`src/rtl/ring_pkg.sv`:
```
`default_nettype none
// ============================================================================
// Module      : ring_pkg
// Description : Shared types and defaults for the one-hot ring monitor.
// Revision    : 1.0 - initial release
// ============================================================================
package ring_pkg;

    // Lock-tracking state encoding
    typedef enum logic [1:0] {
        SEARCH = 2'd0,
        TRACK  = 2'd1,
        LOCKED = 2'd2
    } ring_state_t;

    localparam int c_N_DEFAULT        = 4;
    localparam int c_LOCK_CNT_DEFAULT = 4;

endpackage
`default_nettype wire

```
`src/rtl/onehot_encoder.sv`:
```
`default_nettype none
// ============================================================================
// Module      : onehot_encoder
// Description : Combinational one-hot to binary encoder with a flag that is
//               high only when exactly one input bit is set.
// Revision    : 1.0 - initial release
// ============================================================================
module onehot_encoder
    import ring_pkg::*;
#(
    parameter int N = c_N_DEFAULT
) (
    input  logic [N-1:0]         y,
    output logic [$clog2(N)-1:0] idx,
    output logic                 onehot
);

    localparam int c_IDX_W = $clog2(N);

    // Non-zero with no second bit set means exactly one bit; idx is only
    // meaningful when onehot is high.
    always_comb begin
        idx    = '0;
        onehot = (y != '0) && ((y & (y - 1'b1)) == '0);
        for (int i = 0; i < N; i++) begin
            if (y[i]) begin
                idx = c_IDX_W'(i);
            end
        end
    end

endmodule
`default_nettype wire

```
`src/rtl/onehot_ring_monitor.sv`:
```
`default_nettype none
// ============================================================================
// Module      : onehot_ring_monitor
// Description : Watches a one-hot ring counter phase, tracks sequential
//               stepping, declares lock after LOCK_CNT correct steps and
//               counts (saturating) every loss of lock.
// Revision    : 1.0 - initial release
// ============================================================================
module onehot_ring_monitor
    import ring_pkg::*;
#(
    parameter int N        = c_N_DEFAULT,
    parameter int LOCK_CNT = c_LOCK_CNT_DEFAULT,
    parameter int ERR_W    = 8
) (
    input  logic                 clk,
    input  logic                 rst,
    input  logic                 en,
    input  logic [N-1:0]         y_in,
    input  logic                 err_clr,
    output logic [$clog2(N)-1:0] idx,
    output logic                 valid,
    output logic                 locked,
    output logic                 err,
    output logic [ERR_W-1:0]     err_count
);

    localparam int             c_IDX_W   = $clog2(N);
    localparam logic [3:0]     c_LOCK    = 4'(LOCK_CNT);
    localparam logic [ERR_W-1:0] c_ERR_MAX = {ERR_W{1'b1}};

    ring_state_t        r_state;
    ring_state_t        w_state_nxt;
    logic [3:0]         r_match_cnt;
    logic [3:0]         w_match_cnt_nxt;
    logic [3:0]         w_cnt_inc;
    logic [c_IDX_W-1:0] r_idx;
    logic               r_valid;
    logic               r_err;
    logic               w_err_nxt;
    logic [ERR_W-1:0]   r_err_count;

    logic [c_IDX_W-1:0] w_enc_idx;
    logic               w_onehot;
    logic [c_IDX_W-1:0] w_idx_inc;
    logic               w_seq;

    onehot_encoder #(
        .N      (N)
    ) u_enc (
        .y      (y_in),
        .idx    (w_enc_idx),
        .onehot (w_onehot)
    );

    // Expected next phase of the ring; wraps N-1 back to 0 for any N
    assign w_idx_inc = (r_idx == c_IDX_W'(N - 1)) ? '0 : r_idx + 1'b1;
    assign w_seq     = w_onehot && (w_enc_idx == w_idx_inc);
    assign w_cnt_inc = r_match_cnt + 4'd1;

    // Next-state / step-count / loss-of-lock decision
    always_comb begin
        w_state_nxt     = r_state;
        w_match_cnt_nxt = r_match_cnt;
        w_err_nxt       = 1'b0;
        if (en) begin
            case (r_state)
                SEARCH: begin
                    if (w_onehot) begin
                        w_state_nxt     = TRACK;
                        w_match_cnt_nxt = 4'd1;
                    end
                end
                TRACK: begin
                    if (w_seq) begin
                        w_match_cnt_nxt = w_cnt_inc;
                        if (w_cnt_inc >= c_LOCK) begin
                            w_state_nxt = LOCKED;
                        end
                    end else if (w_onehot) begin
                        w_match_cnt_nxt = 4'd1;
                    end else begin
                        w_state_nxt     = SEARCH;
                        w_match_cnt_nxt = 4'd0;
                    end
                end
                LOCKED: begin
                    if (!w_seq) begin
                        w_err_nxt = 1'b1;
                        if (w_onehot) begin
                            w_state_nxt     = TRACK;
                            w_match_cnt_nxt = 4'd1;
                        end else begin
                            w_state_nxt     = SEARCH;
                            w_match_cnt_nxt = 4'd0;
                        end
                    end
                end
                default: begin
                    w_state_nxt     = SEARCH;
                    w_match_cnt_nxt = 4'd0;
                end
            endcase
        end
    end

    // State, sample registers, error pulse and saturating error counter
    always_ff @(posedge clk) begin
        if (rst) begin
            r_state     <= SEARCH;
            r_match_cnt <= 4'd0;
            r_idx       <= '0;
            r_valid     <= 1'b0;
            r_err       <= 1'b0;
            r_err_count <= '0;
        end else begin
            if (en) begin
                r_state     <= w_state_nxt;
                r_match_cnt <= w_match_cnt_nxt;
                r_valid     <= w_onehot;
                if (w_onehot) begin
                    r_idx <= w_enc_idx;
                end
            end
            r_err <= w_err_nxt;
            // A clear coinciding with a loss still records that loss
            if (err_clr) begin
                r_err_count <= w_err_nxt ? ERR_W'(1) : '0;
            end else if (w_err_nxt && (r_err_count != c_ERR_MAX)) begin
                r_err_count <= r_err_count + 1'b1;
            end
        end
    end

    assign idx       = r_idx;
    assign valid     = r_valid;
    assign locked    = (r_state == LOCKED);
    assign err       = r_err;
    assign err_count = r_err_count;

endmodule
`default_nettype wire

```
`config.mk`:
```
export PLATFORM = sky130hd
export DESIGN_NAME = onehot_ring_monitor
export DESIGN_NICKNAME = d
export VERILOG_FILES = /design/src/rtl/ring_pkg.sv /design/src/rtl/onehot_encoder.sv /design/src/rtl/onehot_ring_monitor.sv
export SDC_FILE = /design/constraint.sdc
export NUM_CORES = 1
export LEC_CHECK = 0
export BUFFER_PORTS_ARGS = -buffer_cell sky130_fd_sc_hd__clkbuf_2
export CORE_UTILIZATION = 40
export CTS_CLUSTER_DIAMETER = 150
export CTS_CLUSTER_SIZE = 25
export DETAILED_ROUTE_END_ITERATION = 12
export PLACE_DENSITY = 0.58
export SLEW_MARGIN = 20
export SYNTH_ARGS = -nofsm -noshare
export SYNTH_HDL_FRONTEND = slang
export SYNTH_SLANG_ARGS = --single-unit
```
`constraint.sdc`:
```
create_clock -name clk -period 3 [get_ports clk]
set_clock_uncertainty 0.2 [all_clocks]
set_input_delay 0.15 -clock clk [delete_from_list [all_inputs] [get_ports clk]]
set_output_delay 0.15 -clock clk [all_outputs]
set_load 0.1 [all_outputs]
```
======== Word level (Yosys, flattened, before mapping) ========
Index checks and enable logic that the tools add are counted.
W data, S select, Z words.
cells by class
  reduce and logical (&&, ||, !) cells .... 10
  equal/unequal tests ..................... 9
  $lt $le $gt $ge ......................... 1
  shifts and indexed selects .............. 0
  mux-type cells .......................... 22
  bitwise gates (word level) .............. 1
  divide/modulo/power cells ............... 0
  multiply operators ...................... 0
  add/subtract/negate cells ............... 4
operators with widths
  kind                   count
  $mux W2                8
  $mux W8                2
  $mux W4                3
  $pmux W4 S3            1
  $add A8 B1 Y8 const B  1
  $ne A8 B8 Y1 const B   1
  $mux W1                7
  $ne A3 B3 Y1 const B   2
  $pmux W2 S3            1
  $reduce_and A5 Y1      1
  $add A4 B1 Y4 const B  1
  $and A4 B4 Y4          1
  $eq A2 B2 Y1 const B   2
  $ge A4 B3 Y1 const B   1
  $logic_not A4 Y1       1
  $ne A2 B2 Y1 const B   2
  $reduce_bool A4 Y1     1
  $sub A4 B1 Y4 const B  1
  $logic_and A1 B1 Y1    3
  $reduce_and A3 Y1      1
  $add A2 B1 Y2 const B  1
  $eq A2 B1 Y1 const B   1
  $eq A2 B2 Y1           1
  $logic_not A2 Y1       1
  other kinds (2)        2
word-level totals
  bits in read-only memories .............. 0
  flip-flop bits (word level) ............. 18
  memories kept ........................... 0
  memory bits (writable) .................. 0
  latch bits .............................. 0

======== Longest topological paths before layout ========
Gate-level depths: netlist of run 1.
  word-level depth ........................ 11
  mapped depth ............................ 7
  gate-level depth less buffers ........... 6

======== By module ========
From an unflattened synthesis of run 1, not the netlist that was laid out.
unflattened totals
  cells, all modules ...................... 131
  area total of the unflattened synthesis .. 1,103.6 sq um
modules (own cells, without submodules)
  module               area an instance (sq um)  cells each  times used
  onehot_ring_monitor  1,048.5                   124         1
  onehot_encoder       55.1                      7           1

======== Worst setup path after synthesis of run 1 ========
Ideal clock, no wire load.
  path kind ............................... register to register
  start ................................... register r_idx[0] (netlist: idx[0])
  end ..................................... register r_state[1]
  clock period less this slack ............ 3.000 ns
  stages on the path, launching flop included .. 7
  data arrival time ....................... 2.726 ns
  library setup time ...................... 0.074 ns
  setup slack ............................. 0.000 ns
  cells stage by stage .................... dfxtp_1 -> ha_1 -> or4b_1 -> nand3_1 -> nand3_2 -> or4_1 -> a31oi_1
on the way
  cells in the longest elaborated chain, start to end .. 6
  elaborated cells on any way between the ends .. 11
ends and longest elaborated chain
  element                                                            line                        text
  from (decl)                                                        onehot_ring_monitor.sv:37   logic [c_IDX_W-1:0] r_idx;
  from (signal assigned)                                             onehot_ring_monitor.sv:122  r_idx <= w_enc_idx;
  $add A2 B1 Y2 or $eq A2 B2 Y1 (tied branches)                      onehot_ring_monitor.sv:57   assign w_idx_inc = (r_idx == c_IDX_W'(N - 1)) ? '0 : r_idx + 1'b1;
  $mux W2 (*)                                                        onehot_ring_monitor.sv:57
  $eq A2 B2 Y1 (*)                                                   onehot_ring_monitor.sv:58   assign w_seq = w_onehot && (w_enc_idx == w_idx_inc);
  $logic_and A1 B1 Y1 (*)                                            onehot_ring_monitor.sv:58
  $ne A3 B3 Y1 (no source line), or another cell as far along        n/a
  $reduce_and A5 Y1 (no source line) or $pmux W2 S3 (tied branches)  n/a
  to (signal assigned)                                               onehot_ring_monitor.sv:118  r_state <= w_state_nxt;
  to (decl)                                                          onehot_ring_monitor.sv:32   ring_state_t r_state;
Every way passes the cells marked *; elsewhere a longest branch is shown, timed or not.
A chain may end at the register's enable or synchronous reset.

======== Worst setup path after layout of run 1 ========
  start ................................... register r_idx[0] (netlist: idx[0])
  end ..................................... register r_err_count[6] (netlist: err_count[6])
on the way
  cells in the longest elaborated chain, start to end .. 9
  elaborated cells on any way between the ends .. 10
ends and longest elaborated chain
  element                                        line                        text
  $add A2 B1 Y2 or $eq A2 B2 Y1 (tied branches)  onehot_ring_monitor.sv:57
  $mux W2 (*)                                    onehot_ring_monitor.sv:57
  $eq A2 B2 Y1 (*)                               onehot_ring_monitor.sv:58
  $logic_and A1 B1 Y1 (*)                        onehot_ring_monitor.sv:58
  $mux W1 (*)                                    onehot_ring_monitor.sv:88   if (!w_seq) begin
  $mux W1 (*)                                    onehot_ring_monitor.sv:67   case (r_state)
  $mux W1 (*)                                    onehot_ring_monitor.sv:66   if (en) begin
  $logic_and A1 B1 Y1 (*)                        onehot_ring_monitor.sv:129  end else if (w_err_nxt && (r_err_count != c_ERR_MAX)) begin
  $reduce_bool A2 Y1 (no source line) (*)        n/a
  to (signal assigned)                           onehot_ring_monitor.sv:128  r_err_count <= w_err_nxt ? ERR_W'(1) : '0;
  to (signal assigned)                           onehot_ring_monitor.sv:130  r_err_count <= r_err_count + 1'b1;
  to (decl)                                      onehot_ring_monitor.sv:41   logic [ERR_W-1:0] r_err_count;
Marks and branches as above.

==> metrics.txt, run 1 <==
met3 Track Usage GR 5.12%; Top FF cell, synth dfxtp_1; routed via count 1125; placed inst area 1240 µm²; Ant. Diodes 0; Area contributors post-synth dfxtp_1 (31%), a21oi_1 (5.7%), nand2_1 (4.6%), nor2_1 (3.6%), o21ai_0 (3.5%); hold path depth 3; max_cap viols 0; Synth cell types 43; total die area 3100 µm²; slowest stage cell, crit path or4b_1; pre-CTS setup slack 505 ps; Final Cycle Share 84.1%; # port buffers 20; #FFs+latches synth 18; Synth Area per Inst 7.99 µm²; worst hold slack 4.24 ps; Root Driver clkbuf_4; Yosys top cell area share 31.3%; status finished clean; Design Area, Final 1290 µm²; DR iter-0 viols 26; worst-margin pin slew 539 ps; GR Layer Usage met2 30.3%; busiest grt layer met2; Final Critical Period 2520 ps; gr ovfl total 0; Remaining DRCs 0; WL/cell 13.4 µm; Sink Count 18; Worst-path clk slew 110 ps; Die Y 55.6 µm; worst r2r dst err_count[6]; core outline area 2730 µm²; initial antenna violation count 0; first-pass GRT wire length 4370 µm; post-synth top area cell dfxtp_1; worst path buffer plus inverter count 0; number of flops mapped to enable cells by yosys 0; Skew-Pair Late Insertion Delay 300 ps; worst-path fanout max 12; asr flop ratio synth 0%; Warnings, synthesis 0; Starting Density 42.1%; fmax 396 MHz; final setup violating endpoints 0; Max Root-Sink Buffers 2; layout cells sized above 1 19.3%; GRT Overall Usage 17.7%; r2r worst-path depth 6; Crit. End Element flop; DIE WIDTH 55.6 µm; Rows 19; Leakage 0.475 nW; Final nets 173; Post-DP HPWL 1860 µm; worst hold start y_in[1]; unrepaired setup endpoints after global routing no; commonest non-fill, non-tap cell in the layout clkbuf_2; CTS tree built; peak per-stage delay on the critical path 490 ps; Max rail drop VDD 0.334 mV; DRT Wirelength 2560 µm; largest net degree at the start of global routing 14; setup TNS 0 ps; Worst Setup Start Kind flop; Worst Path Arrival 2540 ps; Min-Delay Endpoint idx[0]; vias per std cell 5.86; post-synthesis cell area 1150 µm²; max-slew violation count 0; CP delay by family, top simple AND/OR/NAND/NOR gates; Power Density 371 nW/µm²; Final ANT Viol Nets 0; met1 GRT Util 21.4%; reg2reg start idx[0]; Max-slew headroom 64.2%; final number of hold-violating endpoints 0; Max H-tree Level 1; Gate Count Post-Synth 144; CTS resizes 0; CTS Buf Count 3; Required @ worst endpoint 3010 ps; # IOs 21; most frequent cells in the layout clkbuf_2 (20), dfxtp_1 (17), nand2_1 (14), a21oi_1 (13), nor2_1 (11); vias in the first global route 996; Final WS setup 477 ps; kind of critical path flop to flop; drt first pass iters 4; cell chain of the critical path ha_1 > or4b_1 > and3_1 > o31ai_4 > nor3_1 > a211oi_1; Hold WC Path Type input pin to flop; Syn Nets 155; Area growth, synth to finish 12.2%; gpl congestion 0.849; Seq/Total Area, Yosys 31.3%; reg-to-reg slack, setup 480 ps
-- how the worst max path moves through the flow --
stage / start / end / slack [ps] / depth (start not counted)
after global routing: idx[0] / err_count[6] / 330 / 6
after global placement: idx[0] / err_count[7] / 620 / 6
after floorplan: idx[1] / r_state[1] / 20 / 6
after detailed placement: idx[0] / err_count[6] / 510 / 6
final: idx[0] / err_count[6] / 480 / 6
after CTS: idx[0] / err_count[6] / 480 / 6
-- worst min-delay path, cell delays in order --
cell and delay (ps):
clkbuf_2 140, nor2_1 120, a211oi_1 70
-- metrics by stage --
| stage | cells | total power, mW | util, % |
|---|---|---|---|
| after detailed placement | 187 | 0.330 | 45.5 |
| after floorplan | 144 | 0.313 | - |
| after CTS | 192 | 0.484 | 47.2 |
| after global placement | 187 | 0.328 | 45.5 |
| after global routing | 192 | 0.503 | 47.2 |
| final | 192 | 0.480 | 47.2 |
-- layer usage --
metal	vias up	part of all wire, %
met5	-	0
met4	0	0.98
met3	4	3.2
met2	17	49
met1	519	47
li1	585	-
-- power by group --
group          switching (mW)  internal, mW  leakage [nW]
logic                  0.0544        0.0229         0.308
registers             0.00512         0.243         0.146
clock network          0.0801        0.0741        0.0210
total                   0.140         0.340         0.475
-- timing repair --
action / 4_1_cts / 5_1_grt
hold endpoints to repair: 1 / 0
setup buffers: 0 / 0
hold buffers: 1 / 0
-- synthesized netlist by cell type (3+ instances only) --
cell	instances
a211oi_1	4
a21oi_1	13
a31oi_1	3
clkbuf_1	5
dfxtp_1	18
ha_1	3
inv_1	4
nand2_1	14
nand3_1	5
nand3b_1	3
nand4_1	6
nor2_1	11
nor3_1	3
o21ai_0	8
or3_1	4
or4_1	3
xnor2_1	3
-- area by class of cell --
cell class,count,area (µm²)
clock buffer,4,36.3
fill,278,1440
inverter,4,15.0
multi-input combinational,114,729
sequential,18,362
tap,31,38.8
timing repair buffer,21,110
-- state kept, by name (all words and copies together) (netlist names) --
name	flops
err_count	8
r_match_cnt	4
idx	2
r_state	2
err	1
valid	1
-- kinds of logic after synthesis --
kind of cell	share of synthesized area, %
buf+inv	5.33
fa+ha+maj	3.26
xor+xnor	2.28
simple gates	32.1
flops	31.3
compound gates	25.8
No activity file was read; power rests on OpenSTA's default activity.
==> inputs of run 2 (changes only) <==
--- a/config.mk
+++ b/config.mk
@@ -10,7 +10,7 @@
 export CTS_CLUSTER_DIAMETER = 150
 export CTS_CLUSTER_SIZE = 25
 export DETAILED_ROUTE_END_ITERATION = 12
-export PLACE_DENSITY = 0.58
+export PLACE_DENSITY = 0.6
 export SLEW_MARGIN = 20
 export SYNTH_ARGS = -nofsm -noshare
 export SYNTH_HDL_FRONTEND = slang
==> constraint.sdc (replaced) <==
create_clock -name clk -period 2.1 [get_ports clk]
set_clock_uncertainty 0.2 [all_clocks]
set_input_delay 0.105 -clock clk [delete_from_list [all_inputs] [get_ports clk]]
set_output_delay 0.105 -clock clk [all_outputs]
set_load 0.1 [all_outputs]
==> metrics.txt, run 2 (synthesis gave the netlist of run 1 again) <==
Total Power 725 µW (was 480 µW); final setup violating endpoints 10 (was 0); largest net degree at the start of global routing 13 (was 14); peak per-stage delay on the critical path 490 ps (about the same); core outline area 2730 µm² (unchanged); Sink Count 18 (unchanged); Leakage 0.565 nW (was 0.475 nW); Remaining DRCs 0 (unchanged); # IOs 21 (unchanged); Final Cycle Share 105% (was 84.1%); initial antenna violation count 0 (unchanged); Max Root-Sink Buffers 2 (unchanged); Worst-path clk slew 110 ps (about the same); worst-margin pin slew 539 ps (about the same); setup TNS -611 ps (was 0 ps); layout cells sized above 1 30.5% (was 19.3%); Area growth, synth to finish 30.5% (was 12.2%); Final Critical Period 2210 ps (was 2520 ps); Root Driver clkbuf_4 (unchanged); r2r worst-path depth 7 (was 6); fillcell total 262 (was 278); max reg flops 8 (unchanged); Required @ worst endpoint 2130 ps (was 3010 ps); Sequential Power Share 48.4% (was 51.7%); DIE WIDTH 55.6 µm (unchanged); Starting Density 42.1% (unchanged); CP delay by family, top simple AND/OR/NAND/NOR gates (unchanged); total die area 3100 µm² (unchanged); switch share 29.6% (was 29.1%); Crit. End Element flop (unchanged); first-pass GRT wire length 4930 µm (was 4370 µm); Psw 215 µW (was 140 µW); Skew-Pair Late Insertion Delay 300 ps (about the same); DRT Wirelength 2770 µm (was 2560 µm); cell chain of the critical path ha_4 > or4b_4 > and3_4 > o31ai_4 > buf_12 > nor4_1 > nor3b_1 (was ha_1 > or4b_1 > and3_1 > o31ai_4 > nor3_1 > a211oi_1); Worst Path Arrival 2250 ps (was 2540 ps); Ant. Diodes 0 (unchanged); gpl congestion 0.852 (was 0.849); Hold WC Path Type input pin to flop (unchanged); Die Y 55.6 µm (unchanged); CTS tree built (unchanged); commonest non-fill, non-tap cell in the layout clkbuf_2 (unchanged); Final WS setup -114 ps (was 477 ps); DR iter-0 viols 35 (was 26); Max rail drop VDD 0.460 mV (was 0.334 mV); Max H-tree Level 1 (unchanged); Power Density 483 nW/µm² (was 371 nW/µm²); failing checks setup timing; reg-to-reg slack, setup -110 ps (was 480 ps); final core area utilization 55.0% (was 47.2%); most frequent cells in the layout clkbuf_2 (20), nand2_1 (14), dfxtp_1 (14), a21oi_1 (12), nor2_1 (11) (was clkbuf_2 (20), dfxtp_1 (17), nand2_1 (14), a21oi_1 (13), nor2_1 (11)); vias in the first global route 1154 (was 996); CTS Buf Count 3 (unchanged); final number of hold-violating endpoints 0 (unchanged); kind of critical path flop to flop (unchanged); Clock Power Share 31.2% (was 32.2%); worst path buffer plus inverter count 1 (was 0); worst-path fanout max 12 (unchanged); Rows 19 (unchanged); fmax 452 MHz (was 396 MHz); WL/cell 13.3 µm (was 13.4 µm); Int Pwr 510 µW (was 340 µW); worst hold slack 13.5 ps (was 4.24 ps); Comb power frac 20.4% (was 16.1%); cell depth of the worst setup path 7 (was 6); drt first pass iters 4 (unchanged); Worst Setup Start Kind flop (unchanged); gr ovfl total 0 (unchanged); hold path depth 3 (unchanged); GRT Overall Usage 20.0% (was 17.7%); Final nets 189 (was 173); Post-DP HPWL 2010 µm (was 1860 µm); status finished with violations (was finished clean); # port buffers 20 (unchanged); max_cap viols 0 (unchanged); slowest stage cell, crit path or4b_4 (was or4b_1); Max-slew headroom 64.2% (about the same); Final ANT Viol Nets 0 (unchanged); vias per std cell 5.86 (about the same); max-slew violation count 0 (unchanged); routed via count 1218 (was 1125); unrepaired setup endpoints after global routing yes (was no)
[run 2: cell count changes in the layout (fill, tap and decap cells not counted), sizes merged]
cell and change:
dlygate4sd3 +5, clkinvlp +1, inv -1, buf +11
[run 2: final timing paths]
| path | endpoint | start |
|---|---|---|
| max | err_count[7] | idx[1] |
| min | r_match_cnt[1] | rst |
| max reg2reg | err_count[7] | idx[1] |
| min reg2reg | err_count[5] | err_count[5] |
[run 2: timing repair]
item	in CTS	in global routing
hold endpoints to repair	13	0
buffers inserted	1	0
setup endpoints to repair	12	14
hold buffers	6	0
resized for setup	0	3
pin swaps	4	4
[run 2: final cells by class]
type	instances	area (µm²)	area share (%)
multi-input combinational	114	779	51.9
sequential	18	370	24.6
clock buffer	4	36.3	2.41
tap	31	38.8	2.58
timing repair buffer	37	259	17.2
inverter	4	18.8	1.25
[run 2: power groups by stage]
stage	Clock (mW)	Sequential (mW)	Combinational, mW
after floorplan	0	0.382	0.0713
after global placement	0	0.358	0.132
after detailed placement	0	0.359	0.135
after CTS	0.234	0.351	0.144
after global routing	0.250	0.352	0.162
final	0.226	0.351	0.148
[run 2: worst min-delay path: stages]
cell and delay [ps]:
clkbuf_2 190, a211o_1 130, o31ai_1 50
[run 2: layer usage]
layer / up-vias / part of all wire (%) / track usage [%]
met1: 572 / 44 / 23.0
met5: - / 0 / 0
li1: 614 / - / -
met2: 27 / 51 / 35.8
met4: 0 / 0.83 / 7.14
met3: 5 / 4.1 / 5.12
[run 2: metrics by stage]
stage	instance area, µm²	cells	setup WS (ps)
CTS	1490	208	-118
global placement	1390	197	-50.8
finish	1500	208	-114
global route	1500	208	-186
detailed placement	1390	197	-109
floorplan	1210	144	-282
